--- src/rtl/ram_arbiter_pkg.sv ---
// Shared types, requester ids and helpers for the two-port RAM arbiter.
package ram_arbiter_pkg;

  typedef enum logic {
    IDLE = 1'b0,
    WAIT = 1'b1
  } state_e;

  localparam logic INST = 1'b0;
  localparam logic DATA = 1'b1;

  // Each set strobe bit enables a full byte lane of the RAM write mask.
  function automatic logic [31:0] expand_wstrb(input logic [3:0] wstrb);
    logic [31:0] mask;
    mask = '0;
    for (int i = 0; i < 4; i++) begin
      mask[8*i +: 8] = {8{wstrb[i]}};
    end
    return mask;
  endfunction

endpackage

--- src/rtl/ram_rr_arb2.sv ---
// Two-way round-robin arbiter: on a tie the side not granted last wins.
module ram_rr_arb2
  import ram_arbiter_pkg::*;
(
  input  logic       clk,
  input  logic       rst,
  input  logic [1:0] req_i,
  input  logic       en_i,
  output logic       valid_o,
  output logic       gnt_id_o
);

  logic last_q;
  logic last_d;

  // Pick the winner and advance the last-grant pointer whenever a grant is issued
  always_comb begin
    gnt_id_o = INST;
    if (req_i[INST] && req_i[DATA]) begin
      gnt_id_o = ~last_q;
    end else if (req_i[DATA]) begin
      gnt_id_o = DATA;
    end
    valid_o = en_i && (|req_i);
    last_d  = last_q;
    if (valid_o) begin
      last_d = gnt_id_o;
    end
  end

  // Pointer starts at DATA so that the instruction side wins the first tie
  always_ff @(posedge clk or posedge rst) begin
    if (rst) begin
      last_q <= DATA;
    end else begin
      last_q <= last_d;
    end
  end

endmodule

--- src/rtl/ram_arbiter.sv ---
// Shares one RAMHelper-style memory between an instruction and a data port,
// one outstanding transaction at a time, with an optional response delay.
module ram_arbiter
  import ram_arbiter_pkg::*;
#(
  parameter logic [31:0] BASE_ADDR = 32'h0000_0000,
  parameter int unsigned DELAY     = 0
) (
  input  logic        clk,
  input  logic        rst,
  input  logic        inst_req,
  input  logic        inst_wr,
  input  logic [31:0] inst_addr,
  input  logic [31:0] inst_wdata,
  input  logic [3:0]  inst_wstrb,
  output logic        inst_addr_ok,
  output logic        inst_data_ok,
  output logic [31:0] inst_rdata,
  input  logic        data_req,
  input  logic        data_wr,
  input  logic [31:0] data_addr,
  input  logic [31:0] data_wdata,
  input  logic [3:0]  data_wstrb,
  output logic        data_addr_ok,
  output logic        data_data_ok,
  output logic [31:0] data_rdata,
  output logic        ram_en,
  output logic [31:0] ram_ridx,
  output logic [31:0] ram_widx,
  output logic [31:0] ram_wdata,
  output logic [31:0] ram_wmask,
  output logic        ram_wen,
  input  logic [31:0] ram_rdata
);

  localparam logic [3:0] DELAY_CNT = DELAY[3:0];

  state_e      state_q, state_d;
  logic [3:0]  cnt_q, cnt_d;
  logic [31:0] rdata_q, rdata_d;
  logic        owner_q, owner_d;

  logic        grant;
  logic        gnt_id;
  logic        sel_wr;
  logic [31:0] sel_addr;
  logic [31:0] sel_wdata;
  logic [3:0]  sel_wstrb;
  logic [31:0] sel_idx;

  ram_rr_arb2 u_arb (
    .clk      (clk),
    .rst      (rst),
    .req_i    ({data_req, inst_req}),
    .en_i     ((state_q == IDLE) && !rst),
    .valid_o  (grant),
    .gnt_id_o (gnt_id)
  );

  // Route the granted side's payload to the memory and form its word index
  always_comb begin
    sel_wr    = inst_wr;
    sel_addr  = inst_addr;
    sel_wdata = inst_wdata;
    sel_wstrb = inst_wstrb;
    if (gnt_id == DATA) begin
      sel_wr    = data_wr;
      sel_addr  = data_addr;
      sel_wdata = data_wdata;
      sel_wstrb = data_wstrb;
    end
    sel_idx = (sel_addr - BASE_ADDR) >> 2;
  end

  // State register; reset aborts any transaction in flight
  always_ff @(posedge clk or posedge rst) begin
    if (rst) begin
      state_q <= IDLE;
      cnt_q   <= '0;
      rdata_q <= '0;
      owner_q <= INST;
    end else begin
      state_q <= state_d;
      cnt_q   <= cnt_d;
      rdata_q <= rdata_d;
      owner_q <= owner_d;
    end
  end

  // Next state: a grant captures read data and owner, then WAIT counts the delay down
  always_comb begin
    state_d = state_q;
    cnt_d   = cnt_q;
    rdata_d = rdata_q;
    owner_d = owner_q;
    case (state_q)
      IDLE: begin
        if (grant) begin
          state_d = WAIT;
          cnt_d   = DELAY_CNT;
          rdata_d = ram_rdata;
          owner_d = gnt_id;
        end
      end
      WAIT: begin
        if (cnt_q != 4'd0) begin
          cnt_d = cnt_q - 4'd1;
        end else begin
          state_d = IDLE;
        end
      end
      default: state_d = IDLE;
    endcase
  end

  // Outputs: memory port live only in the grant cycle, data_ok once the count expires
  always_comb begin
    inst_addr_ok = 1'b0;
    data_addr_ok = 1'b0;
    inst_data_ok = 1'b0;
    data_data_ok = 1'b0;
    ram_en       = 1'b0;
    ram_wen      = 1'b0;
    ram_ridx     = '0;
    ram_widx     = '0;
    ram_wdata    = '0;
    ram_wmask    = '0;
    inst_rdata   = rdata_q;
    data_rdata   = rdata_q;
    if (grant) begin
      inst_addr_ok = (gnt_id == INST);
      data_addr_ok = (gnt_id == DATA);
      ram_en       = 1'b1;
      ram_wen      = sel_wr;
      ram_ridx     = sel_idx;
      ram_widx     = sel_idx;
      ram_wdata    = sel_wdata;
      ram_wmask    = expand_wstrb(sel_wstrb);
    end
    if ((state_q == WAIT) && (cnt_q == 4'd0) && !rst) begin
      inst_data_ok = (owner_q == INST);
      data_data_ok = (owner_q == DATA);
    end
  end

endmodule

--- config.mk ---
export PLATFORM = sky130hd
export DESIGN_NAME = ram_arbiter
export DESIGN_NICKNAME = d
export VERILOG_FILES = /design/src/rtl/ram_arbiter_pkg.sv /design/src/rtl/ram_rr_arb2.sv /design/src/rtl/ram_arbiter.sv
export SDC_FILE = /design/constraint.sdc
export NUM_CORES = 1
export LEC_CHECK = 0
export CAP_MARGIN = 20
export CORE_AREA = 10 10 137 139
export DETAILED_ROUTE_END_ITERATION = 8
export DIE_AREA = 0 0 147 149
export DONT_BUFFER_PORTS = 1
export PLACE_DENSITY = 0.32
export SLEW_MARGIN = 20
export SYNTH_ARGS = -nofsm -noshare
export SYNTH_HDL_FRONTEND = slang
export SYNTH_SLANG_ARGS = --single-unit
--- constraint.sdc ---
create_clock -name clk -period 2.2 [get_ports clk]
set_input_delay 0.66 -clock clk [delete_from_list [all_inputs] [get_ports clk]]
set_output_delay 0.66 -clock clk [all_outputs]
set_load 0.02 [all_outputs]
==> metrics.md <==
| Metric | Value |
|---|---|
| Grt met2 use | `roughly a fifth` |
| Type of destination of the critical path | `primary output` |
| RePlAce Congestion | `about 0.74` |
| CTS Buf Count | `5` |
| Via density | `roughly 4.6` |
| # H-tree levels | `2` |
| Commonest non-fill, non-tap cell in the layout | `a22o_4` |
| Cells along the critical path | `nand2_1, and3_4, buf_16, a22o_2, buf_4` |
| Number of synthesized flops with an enable pin | `0` |
| Via count | `roughly 2,100` |
| Longest Clk Path Bufs | `2` |
| Crit path buffers/inverters | `2` |
| Nature of the critical path startpoint | `flop` |
| CTS root buffer | `clkbuf_16` |
| Worst min path class | `in2async` |
| Total gr overflow | `0` |
| Synthesized flop and latch total | `39` |
| Net Sw Frac | `between 50% and 60%` |
| FF-to-FF setup slack | `~0.56 ns` |
| GRT Total Usage | `around 11%` |
| Global routing's busiest layer | `met2` |
| Total inserted antenna cells | `0` |
| RSZ-0062 raised after global routing | `true` |
| Most frequent cells in the layout | `a22o_4 (46), dfrtp_1 (38), buf_4 (28)` |
| CP max stage delay | `about 0.53 ns` |
| Ys flop type | `dfrtp_1` |
| I/O Buffers | `0` |
| Row count | `47` |
| Power Internal | `2.64 mW` |
| Clock-pin slew on the worst setup and hold paths | `0.06 ns` |
| DRT Wirelength | `14,000 um` |
| Seq/Total Area, Yosys | `~33%` |
| Setup Crit Path Kind | `reg2out` |
| Non-Filler Instances | `466` |
| Tcrit/Tclk final | `109%` |
| Clock insertion delay at the later pin of the skew report | `0.28 ns` |
| I/O Pins | `approximately 370` |
| Detailed Place HPWL | `around 11,000 um` |
| Failing checks | `setup timing` |
| Layout fillers | `around 1,700` |
| Avg Inst Size Synth | `about 10 um2` |
| Worst setup slack after layout | `-0.201 ns` |
| Max-cap violation count | `0` |
| Worst-path fanout max | `30` |
| Area Overhead vs Synth | `31.7%` |
| Min Tclk post-route | `2.40 ns` |
| CP max stage cell | `dfstp_2` |
| Antenna violations before repair | `0` |
| Post-layout nets | `420` |
| Comb pwr share | `roughly 45%` |
| Critical Path RT | `1.54 ns` |
| CORE AREA | `roughly 16,000 um2` |
| # clock sinks | `39` |
| Worst r2r src | `state_q` |
| Cell Area, Synth | `2980 um2` |
| Share of layout cells above drive strength 1 | `61.8%` |
| Vias in the first global route | `about 2,200` |
| Kind of cell adding the most delay to the critical path | `flip-flops` |
| Final Skew | `about 0.0022 ns` |
| NetSw | `approximately 2.8 mW` |
| Final setup viols | `between 100 and 150` |
| Leak | `about 1.7 nW` |
| Yosys warnings | `0` |
| Flop pwr share | `about two fifths` |
| Area taken by multi-input logic gates | `~1600 um2` |
| Worst Max-Slew Pin Slew | `about 0.53 ns` |
| Power, Total | `5.39 mW` |
| Outcome | `finished, violations left` |
| First-pass GRT wire length | `18,500 um` |
| Power density over cell area | `about 1400 nW/um2` |
| TritonCTS clock tree | `done` |
| Yosys cell types | `28` |
| Starting density of the core | `18.5%` |
| Die area | `21,900 um2` |
| CTS Hold Bufs | `0` |
| Power share of the clock group | `a little over an eighth` |
| Peak supply drop | `slightly below 700 uV` |
| Post-synth ARST share | `100%` |
| Crit path DAT | `1.74 ns` |
| Met1 GRT Util | `12.0%` |
| Routed Antenna Nets | `0` |
| Synth Instances | `around 290` |
| Largest net degree at the start of global routing | `40` |
| R2R depth | `6` |
| Die W | `approximately 150 um` |
| Met3 Track Usage GR | `under 10%` |
| Die Height | `roughly 150 um` |
| Reg2reg end | `data_rdata[22]` |
| Register Area | `977 um2` |
| Final Max Tran Viols | `0` |
| DRC | `0` |
| Rel. slew slack | `approximately 65%` |
| DRT Pass-1 Iters | `4` |
| Initial drt markers | `60` |
| Fmax | `between 0.4 and 0.5 GHz` |
| Placed cells | `approximately 440` |
| Fin. Hold Viols | `0` |
| WL per Instance | `about 30 um` |
[layer usage]
metal	routed length, um	vias up
met4	244	0
met3	1850	13
met1	4850	1072
met2	7030	185
met5	0	-
li1	-	858
[synthesized netlist by cell type, types with 2 or more instances]
cell      number  area (um2)
buf_6          7        78.8
buf_4         94         706
buf_2         12        60.1
and3_1         2        12.5
nor4b_1        2        17.5
mux2_2         5        56.3
nand2_1        4        15.0
inv_1          3        11.3
a21o_1         2        15.0
mux2i_1        3        30.0
a22o_1        67         587
o21ai_0        3        15.0
nand2b_1       2        12.5
dfrtp_1       38         951
nor2_1         3        11.3
mux2_1        27         304
[flip-flops by register name, summed over array words and instances (netlist names)]
| signal | flops |
|---|---|
| owner_q | 1 |
| data_rdata | 32 |
| cnt_q | 4 |
| state_q | 1 |
| u_arb.last_q | 1 |
[logic make-up (layout without fill, tap and decap cells)]
kind of cell / after synthesis / in the layout / synth area share, %
flops: 39 / 39 / 32.7
other cells: 1 / 4 / 0.126
buf+inv: 117 / 74 / 28.8
compound gates: 74 / 74 / 21.1
fa+ha+maj: 1 / 1 / 0.419
simple gates: 19 / 19 / 3.69
mux: 35 / 35 / 13.1
[how the worst max path moves through the flow]
stage / from / endpoint / slack, ns / cells after the start
after floorplan: rst / ram_widx[24] / -0.06 / 6
after global placement: rst / ram_wdata[1] / -0.14 / 5
after detailed placement: rst / ram_wdata[1] / -0.14 / 5
after CTS: u_arb.last_q / ram_widx[23] / -0.20 / 5
after global routing: u_arb.last_q / ram_wmask[4] / -0.25 / 6
final: u_arb.last_q / ram_widx[23] / -0.20 / 5
[stage by stage]
step | util [%] | hold WS (ns) | area [um2] | TNS (ns) | setup slack, ns
floorplan | - | 0.462 | 3260 | -2.10 | -0.0641
global placement | 19.6 | 0.504 | 3180 | -5.63 | -0.139
detailed placement | 19.6 | 0.501 | 3180 | -6.38 | -0.135
CTS | 23.9 | 0.396 | 3870 | -17.81 | -0.200
global route | 24.3 | 0.420 | 3930 | -24.92 | -0.250
finish | 24.3 | 0.379 | 3930 | -17.32 | -0.201
[power by group through the flow]
stage | sequential [mW] | clock [mW] | combinational (mW)
2_1_floorplan | 1.72 | 0 | 2.61
3_3_place_gp | 2.26 | 0 | 2.04
3_5_place_dp | 2.26 | 0 | 2.06
4_1_cts | 2.27 | 0.734 | 2.44
5_1_grt | 2.32 | 0.766 | 2.61
6_report | 2.24 | 0.705 | 2.44
[repair_timing]
item | CTS | global route
cloned | 5 | 0
pin swaps | 9 | 12
resized for setup | 79 | 4
setup endpoints to repair | 128 | 128
setup buffers | 4 | 5
[layout make-up]
type	count	area share, %
timing repair buffer	62	22.5
clock buffer	6	3.28
sequential	39	24.9
inverter	4	0.382
multi-input combinational	133	41.7
clock inverter	2	0.318
tap	220	7.00
No activity file was read; power rests on OpenSTA's default activity.
